**config.mk**
```make
export PLATFORM = sky130hd
export DESIGN_NAME = week5_ex3_encoder_sync
export DESIGN_NICKNAME = d
export VERILOG_FILES = /design/src/rtl/week5_enc_pkg.sv /design/src/rtl/week5_onehot_enc_core.sv /design/src/rtl/week5_ex3_encoder_sync.sv
export SDC_FILE = /design/constraint.sdc
export NUM_CORES = 1
export LEC_CHECK = 0
export CAP_MARGIN = 20
export CORE_MARGIN = 2
export CORE_UTILIZATION = 44
export DETAILED_ROUTE_END_ITERATION = 12
export HOLD_SLACK_MARGIN = 0.05
export PLACE_DENSITY_LB_ADDON = 0.08
export REMOVE_ABC_BUFFERS = 1
export SYNTH_ARGS = -nofsm -noshare
export SYNTH_HDL_FRONTEND = slang
export SYNTH_SLANG_ARGS = --single-unit
```
**constraint.sdc**
```tcl
create_clock -name clk -period 3.53 [get_ports clk]
set_input_delay 0.8825 -clock clk [delete_from_list [all_inputs] [get_ports clk]]
set_output_delay 0.8825 -clock clk [all_outputs]
set_load 0.02 [all_outputs]
```
**src/rtl/week5_enc_pkg.sv**
```systemverilog
// Shared types and helpers for the week-5 one-hot encoder.
// The PRIORITY_ENCODE_EN macro is consumed by week5_onehot_enc_core.
package week5_enc_pkg;

  typedef enum logic {
    EMPTY = 1'b0,
    FULL  = 1'b1
  } state_t;

  localparam int N_DEFAULT = 4;

  // Widest word onehot_check understands; narrower words are zero-extended by the caller.
  localparam int MAX_N = 64;

  function automatic logic onehot_check(input logic [MAX_N-1:0] vec);
    int unsigned ones;
    ones = 0;
    for (int i = 0; i < MAX_N; i++) begin
      if (vec[i]) ones++;
    end
    return (ones == 1);
  endfunction

endpackage

```
**src/rtl/week5_onehot_enc_core.sv**
```systemverilog
// Combinational N->W one-hot encoder with error flag.
// PRIORITY_ENCODE_EN: multi-hot words encode their highest set bit instead of erroring.
module week5_onehot_enc_core
  import week5_enc_pkg::*;
#(
  parameter int N = N_DEFAULT,
  localparam int W = $clog2(N)
) (
  input  logic [N-1:0] onehot,
  output logic [W-1:0] bin,
  output logic         err
);

  logic [MAX_N-1:0] onehot_ext;
  logic [W-1:0]     high_idx;
  logic             is_onehot;
  logic             any_set;

  always_comb begin
    onehot_ext = '0;
    onehot_ext[N-1:0] = onehot;
    is_onehot = onehot_check(onehot_ext);
    any_set = |onehot;
    high_idx = '0;
    // Ascending scan so the last hit, i.e. the highest set bit, wins.
    for (int i = 0; i < N; i++) begin
      if (onehot[i]) high_idx = W'(i);
    end
  end

`ifdef PRIORITY_ENCODE_EN
  assign bin = high_idx;
  assign err = !any_set;
`else
  assign bin = is_onehot ? high_idx : '0;
  assign err = !is_onehot;
`endif

endmodule

```
**src/rtl/week5_ex3_encoder_sync.sv**
```systemverilog
// Registered one-hot-to-binary encoder with valid/ready on both sides and a good-word counter.
// Multi-hot handling is selected by the PRIORITY_ENCODE_EN macro (see week5_onehot_enc_core).
module week5_ex3_encoder_sync
  import week5_enc_pkg::*;
#(
  parameter int N = N_DEFAULT,
  parameter int CNT_W = 8,
  localparam int W = $clog2(N)
) (
  input  logic             clk,
  input  logic             rst_n,
  input  logic             in_valid,
  output logic             in_ready,
  input  logic [N-1:0]     in_onehot,
  output logic             out_valid,
  input  logic             out_ready,
  output logic [W-1:0]     out_bin,
  output logic             out_err,
  output logic [CNT_W-1:0] good_count
);

  state_t           state_q, state_d;
  logic [W-1:0]     bin_q, bin_d;
  logic             err_q, err_d;
  logic [CNT_W-1:0] count_q, count_d;

  logic [W-1:0]     enc_bin;
  logic             enc_err;
  logic             accept;

  week5_onehot_enc_core #(.N(N)) u_core (
    .onehot (in_onehot),
    .bin    (enc_bin),
    .err    (enc_err)
  );

  // A full register can still take a word in the same cycle the consumer drains it.
  assign in_ready = (state_q == EMPTY) || out_ready;
  assign accept   = in_valid && in_ready;

  always_comb begin
    state_d = state_q;
    bin_d   = bin_q;
    err_d   = err_q;
    count_d = count_q;
    case (state_q)
      EMPTY:   if (accept) state_d = FULL;
      FULL:    if (out_ready && !accept) state_d = EMPTY;
      default: state_d = EMPTY;
    endcase
    if (accept) begin
      bin_d = enc_bin;
      err_d = enc_err;
      if (!enc_err) count_d = count_q + CNT_W'(1);
    end
  end

  always_ff @(posedge clk) begin
    if (!rst_n) begin
      state_q <= EMPTY;
      bin_q   <= '0;
      err_q   <= 1'b0;
      count_q <= '0;
    end else begin
      state_q <= state_d;
      bin_q   <= bin_d;
      err_q   <= err_d;
      count_q <= count_d;
    end
  end

  assign out_valid  = (state_q == FULL);
  assign out_bin    = bin_q;
  assign out_err    = err_q;
  assign good_count = count_q;

endmodule

```
# After elaboration in Yosys (flattened, before gate mapping)
# Cells that the tools add are included.
dict set report word_totals {
  ff_bits 12
  inputBits 8
  output_inout_bits 13
}
dict set report classes {
  add_sub_neg 4
  n_eq_ne 1
  mux 11
  bitwise_logic 1
  reduce_logical 6
}
# operator n
set ops {}
lappend ops {{32-bit two-way mux} 3}
lappend ops {{32-bit by 1-bit adder with 32-bit output, second input constant} 2}
lappend ops {{32-bit by 1-bit equality test with 1-bit output, second input constant} 1}
lappend ops {{8-bit by 1-bit adder with 8-bit output, second input constant} 1}
lappend ops {{2-bit two-way mux} 3}
lappend ops {{1-bit two-way mux} 4}
lappend ops {{1-bit by 1-bit adder with 2-bit output, second input constant} 1}
lappend ops {{1-bit logical AND} 2}
lappend ops {{1-bit logical NOT} 2}
lappend ops {{1-bit case mux with 2 select lines} 1}
lappend ops {{2-bit AND reduction} 1}
lappend ops {{1-bit logical OR} 1}
lappend ops {{1-bit inverter} 1}

# Depth between registers and ports, before layout
dict set report logic_depth {
  word_depth 9
  depth_mapped 10
  mapped_depth_nobuf 9
}

# Modules after synthesis
# Synthesis repeated with hierarchy kept, for this count alone.
dict set report hier_totals {
  cells_unflattened 93
  hier_area_um2 778.2
}
# module n_inst cells_each area_each_um2 seq_area_each_um2
set modules_own_cells {}
lappend modules_own_cells {week5_ex3_encoder_sync 1 66 564.3 240.2}
lappend modules_own_cells {week5_onehot_enc_core 1 27 214.0 0.0}

# Least setup slack after synthesis
# OpenSTA, ideal clock, no wires.
dict set report synth_path {
  kind {input to register}
  from {input in_onehot[0]}
  to {register count_q[6], in the netlist good_count[6]}
  setup_ps 70
  arrival_ps 3095
  required_ps 3460
  path_slack_ps 365
  path_stages 10
  path_buffers 1
  path_cell_list {inv_1 ha_1 xor2_1 ha_1 and2b_1 a221oi_1 or3_1 buf_2 or4_1 a21oi_1}
}
dict set report synth_between {
  elab_chain_cells 9
}
# item line
set synth_rtl {}
lappend synth_rtl {{from (decl)} week5_ex3_encoder_sync.sv:14} ;# input logic [N-1:0] in_onehot,
lappend synth_rtl {{1-bit two-way mux *} week5_enc_pkg.sv:19} ;# if (vec[i]) ones++;
lappend synth_rtl {{1-bit by 1-bit adder with 2-bit output} week5_enc_pkg.sv:19}
lappend synth_rtl {{32-bit two-way mux *} week5_enc_pkg.sv:19}
lappend synth_rtl {{32-bit by 1-bit adder with 32-bit output} week5_enc_pkg.sv:19}
lappend synth_rtl {{32-bit two-way mux *} week5_enc_pkg.sv:19}
lappend synth_rtl {{32-bit by 1-bit adder with 32-bit output} week5_enc_pkg.sv:19}
lappend synth_rtl {{32-bit two-way mux *} week5_enc_pkg.sv:19}
lappend synth_rtl {{32-bit by 1-bit equality test with 1-bit output *} week5_enc_pkg.sv:21} ;# return (ones == 1);
lappend synth_rtl {{2-bit AND reduction (no line) *} -}
lappend synth_rtl {{to (signal assigned)} week5_ex3_encoder_sync.sv:68} ;# count_q <= count_d;
lappend synth_rtl {{to (decl)} week5_ex3_encoder_sync.sv:25} ;# logic [CNT_W-1:0] count_q, count_d;
# Every way passes the cells marked *; elsewhere a longest branch is shown, timed or not.
# A chain may end at the register's enable or synchronous reset.

# Worst setup path after layout
dict set report layout_path {
  from {input in_onehot[0]}
  to {register count_q[5], in the netlist good_count[5]}
}
# The elaborated chain is that of the path after synthesis.

==> reports/metrics.csv <==
stage,metric,value,unit
clock_tree,cts_buffers,3,
sta,hold_viol,0,
grt,grt_pass1_vias,605,
worst_setup_path,cp-start-kind,input port,
yosys,synth-edff-count,0,
routing,dr.pass1.iters,4,
power_and_ir_drop,p_per_area,345,nW/um2
yosys,synth.distinct_cells,25,
grt,grtUsageTotal,17.6,%
yosys,yosys-top-cells-area,"dfxtp_1 (37%), ha_1 (7.6%), a21oi_1 (6.1%)",
clock_tree,cts_tree,yes,
routing,met1_length,667,um
placed_design,post-dp-hpwl,1.05,mm
worst_setup_path,crit_path_max_fanout,7,
yosys,yosysWarnings,0,
clock_tree,cts-resized-gates,0,
floorplan,fp.dieArea,1820,um2
final_layout,fin_cells,124,
grt,grt_pass1_wl,2.45,mm
yosys,synth-seq-cells,12,
sta,clock.fmax,298,MHz
sta,rsz0062_at_grt,no,
sta,slew_violations,0,
final_layout,final_cell_mix,"clkdlybuf4s50_1 (20), dfxtp_1 (12), nand2_1 (9), a21oi_1 (8), buf_4 (7)",
hold_path,min-delay-path-class,register to register,
final_layout,antenna_cells,0,
flow_run,cap_violations,0,
routing,highest_layer,met3,
routing,dr_wl_met3,73,um
routing,vias,648,
placed_design,place_congestion,0.791,
clock_tree,clockBufferDepth,2,
grt,antenna_found_initial,0,
yosys,synth_area_per_cell,8.13,um2
final_layout,drive_gt1_share,11.0,%
worst_setup_path,critPathRequiredTime,3.74,ns
clock_tree,htreeDepth,1,
sta,finalSetupViolCount,0,
yosys,synth_seq_area_share,36.5,%
yosys,synth_area_leader_cell,dfxtp_1,
floorplan,std_cell_rows,13,
yosys,synth_area,658,um2
routing,route.met2.wl,640,um
clock_tree,clk_pin_slew,0.08,ns
yosys,netlist.area_leader.share,36.5,%
worst_setup_path,worstSetupPathType,input port to register,
sta,finalCriticalPeriod,3.35,ns
final_layout,final_common_cell,clkdlybuf4s50_1,
clock_tree,clk_latency,0.28,ns
yosys,synth_ff_type,dfxtp_1,
sta,worst_pin_slew,0.312,ns
final_layout,final_nets,122,
worst_setup_path,crit_path_end_kind,register,
grt,grt_max_degree,10,
floorplan,start_util,48.7,%
routing,viasPerCell,5.23,
routing,drtIter0Drc,10,
sta,setup_tns,0,ns
clock_tree,holdBufCountCts,0,
sta,setup_ws,0.177,ns
routing,postRouteAntennaNets,0,
grt,gr-total-overflow,0,
routing,drc_errors,0,
placed_design,dp.cells,120,
sta,fin_skew,0.00764,ns
clock_tree,cts_setup_buffers,0,
outcome,status,"finished, final reports clean",
yosys,synthArstFlopShare,0,%
final_layout,syn_to_final_growth,45.4,%
sta,max_slew_margin,79.2,%
clock_tree,root_buffer,clkbuf_4,
worst_setup_path,critical_path_arrival,3.57,ns
floorplan,die_w,42.7,um
routing,avgRoutedWirePerCell,11.1,um
routing,drt-total-wl,1.38,mm
power_and_ir_drop,leakagePower,0.386,nW
clock_tree,cts_sinks,12,
floorplan,die_h,42.7,um
sta,layout_worst_path_cycle_share,95.0,%
placed_design,dp_slack,-0.149,ns
power_and_ir_drop,vdd_drop_max,340,uV
placed_design,numPortBuffers,20,
yosys,syn_inst,81,
floorplan,ios,21,
floorplan,core-area,1350,um2
final_layout,finish.utilization,70.9,%
[kinds of logic (layout without fill, tap and decap cells)]
kind of cell / Yosys count / count (layout) / synth area share, %
AND/OR/NAND/NOR: 34 / 34 / 27.4
AO/OA/AOI/OAI: 17 / 17 / 16.0
flip-flops: 12 / 12 / 36.5
buffers and inverters: 9 / 37 / 5.51
adder cells (fa/ha/maj): 4 / 4 / 7.60
XOR/XNOR: 3 / 3 / 3.99
multiplexers: 2 / 2 / 3.04
[path summary, 6_finish.rpt]
check,from,endpoint,slack [ns],cells after the start
worst max-delay path,in_onehot[0],good_count[5],0.18,10
worst max register to register,out_valid,good_count[5],2.01,5
worst min register to register,out_bin[0],out_bin[0],0.46,2
worst min-delay path,out_bin[0],out_bin[0],0.46,2
[power by group]
group	switching [W]	internal [W]
Sequential	0.00000417	0.000140
Combinational	0.0000359	0.0000397
Clock	0.0000476	0.0000627
Total	0.0000877	0.000242
[per-layer routing]
metal	global-route usage (%)	up-vias
li1	-	345
met1	22.3	288
met2	28.2	15
met3	8.09	0
met4	1.88	0
met5	0	-
[cells in the mapped netlist, drive strengths merged (3+ instances only)]
library cell and number:
dfxtp 12, nand2 9, a21oi 8, inv 6, nor2 5, ha 4, nand3 4, o31ai 4
or4 4, nand2b 3, nand4 3
[stage by stage]
| step | total power (W) | hold slack (ns) | instance area (um2) |
|---|---|---|---|
| 2_1_floorplan | 0.000183 | 0.530 | 644 |
| 3_3_place_gp | 0.000220 | 0.445 | 916 |
| 3_5_place_dp | 0.000221 | 0.453 | 916 |
| 4_1_cts | 0.000331 | 0.467 | 952 |
| 5_1_grt | 0.000349 | 0.492 | 957 |
| 6_report | 0.000330 | 0.463 | 957 |
[final cells by class]
class	count	area, um2
flip-flops and latches	12	240
inverters	6	22.5
well taps	15	18.8
multi-input cells	60	387
repair buffers	27	253
clock buffers	4	36.3
fillers	106	393
[state kept, by name, indices dropped and copies added (netlist names)]
register    count
good_count      8
out_bin         2
out_err         1
out_valid       1
[worst max-delay path: stages]
cell and delay (ns):
clkdlybuf4s50_1 0.48, inv_1 0.05, ha_1 0.31, xor2_1 0.15
ha_1 0.28, and2b_1 0.21, a221oi_1 0.10, or3_4 0.43
or4_1 0.50, a21oi_1 0.15
(Power assumes the default switching activity.)
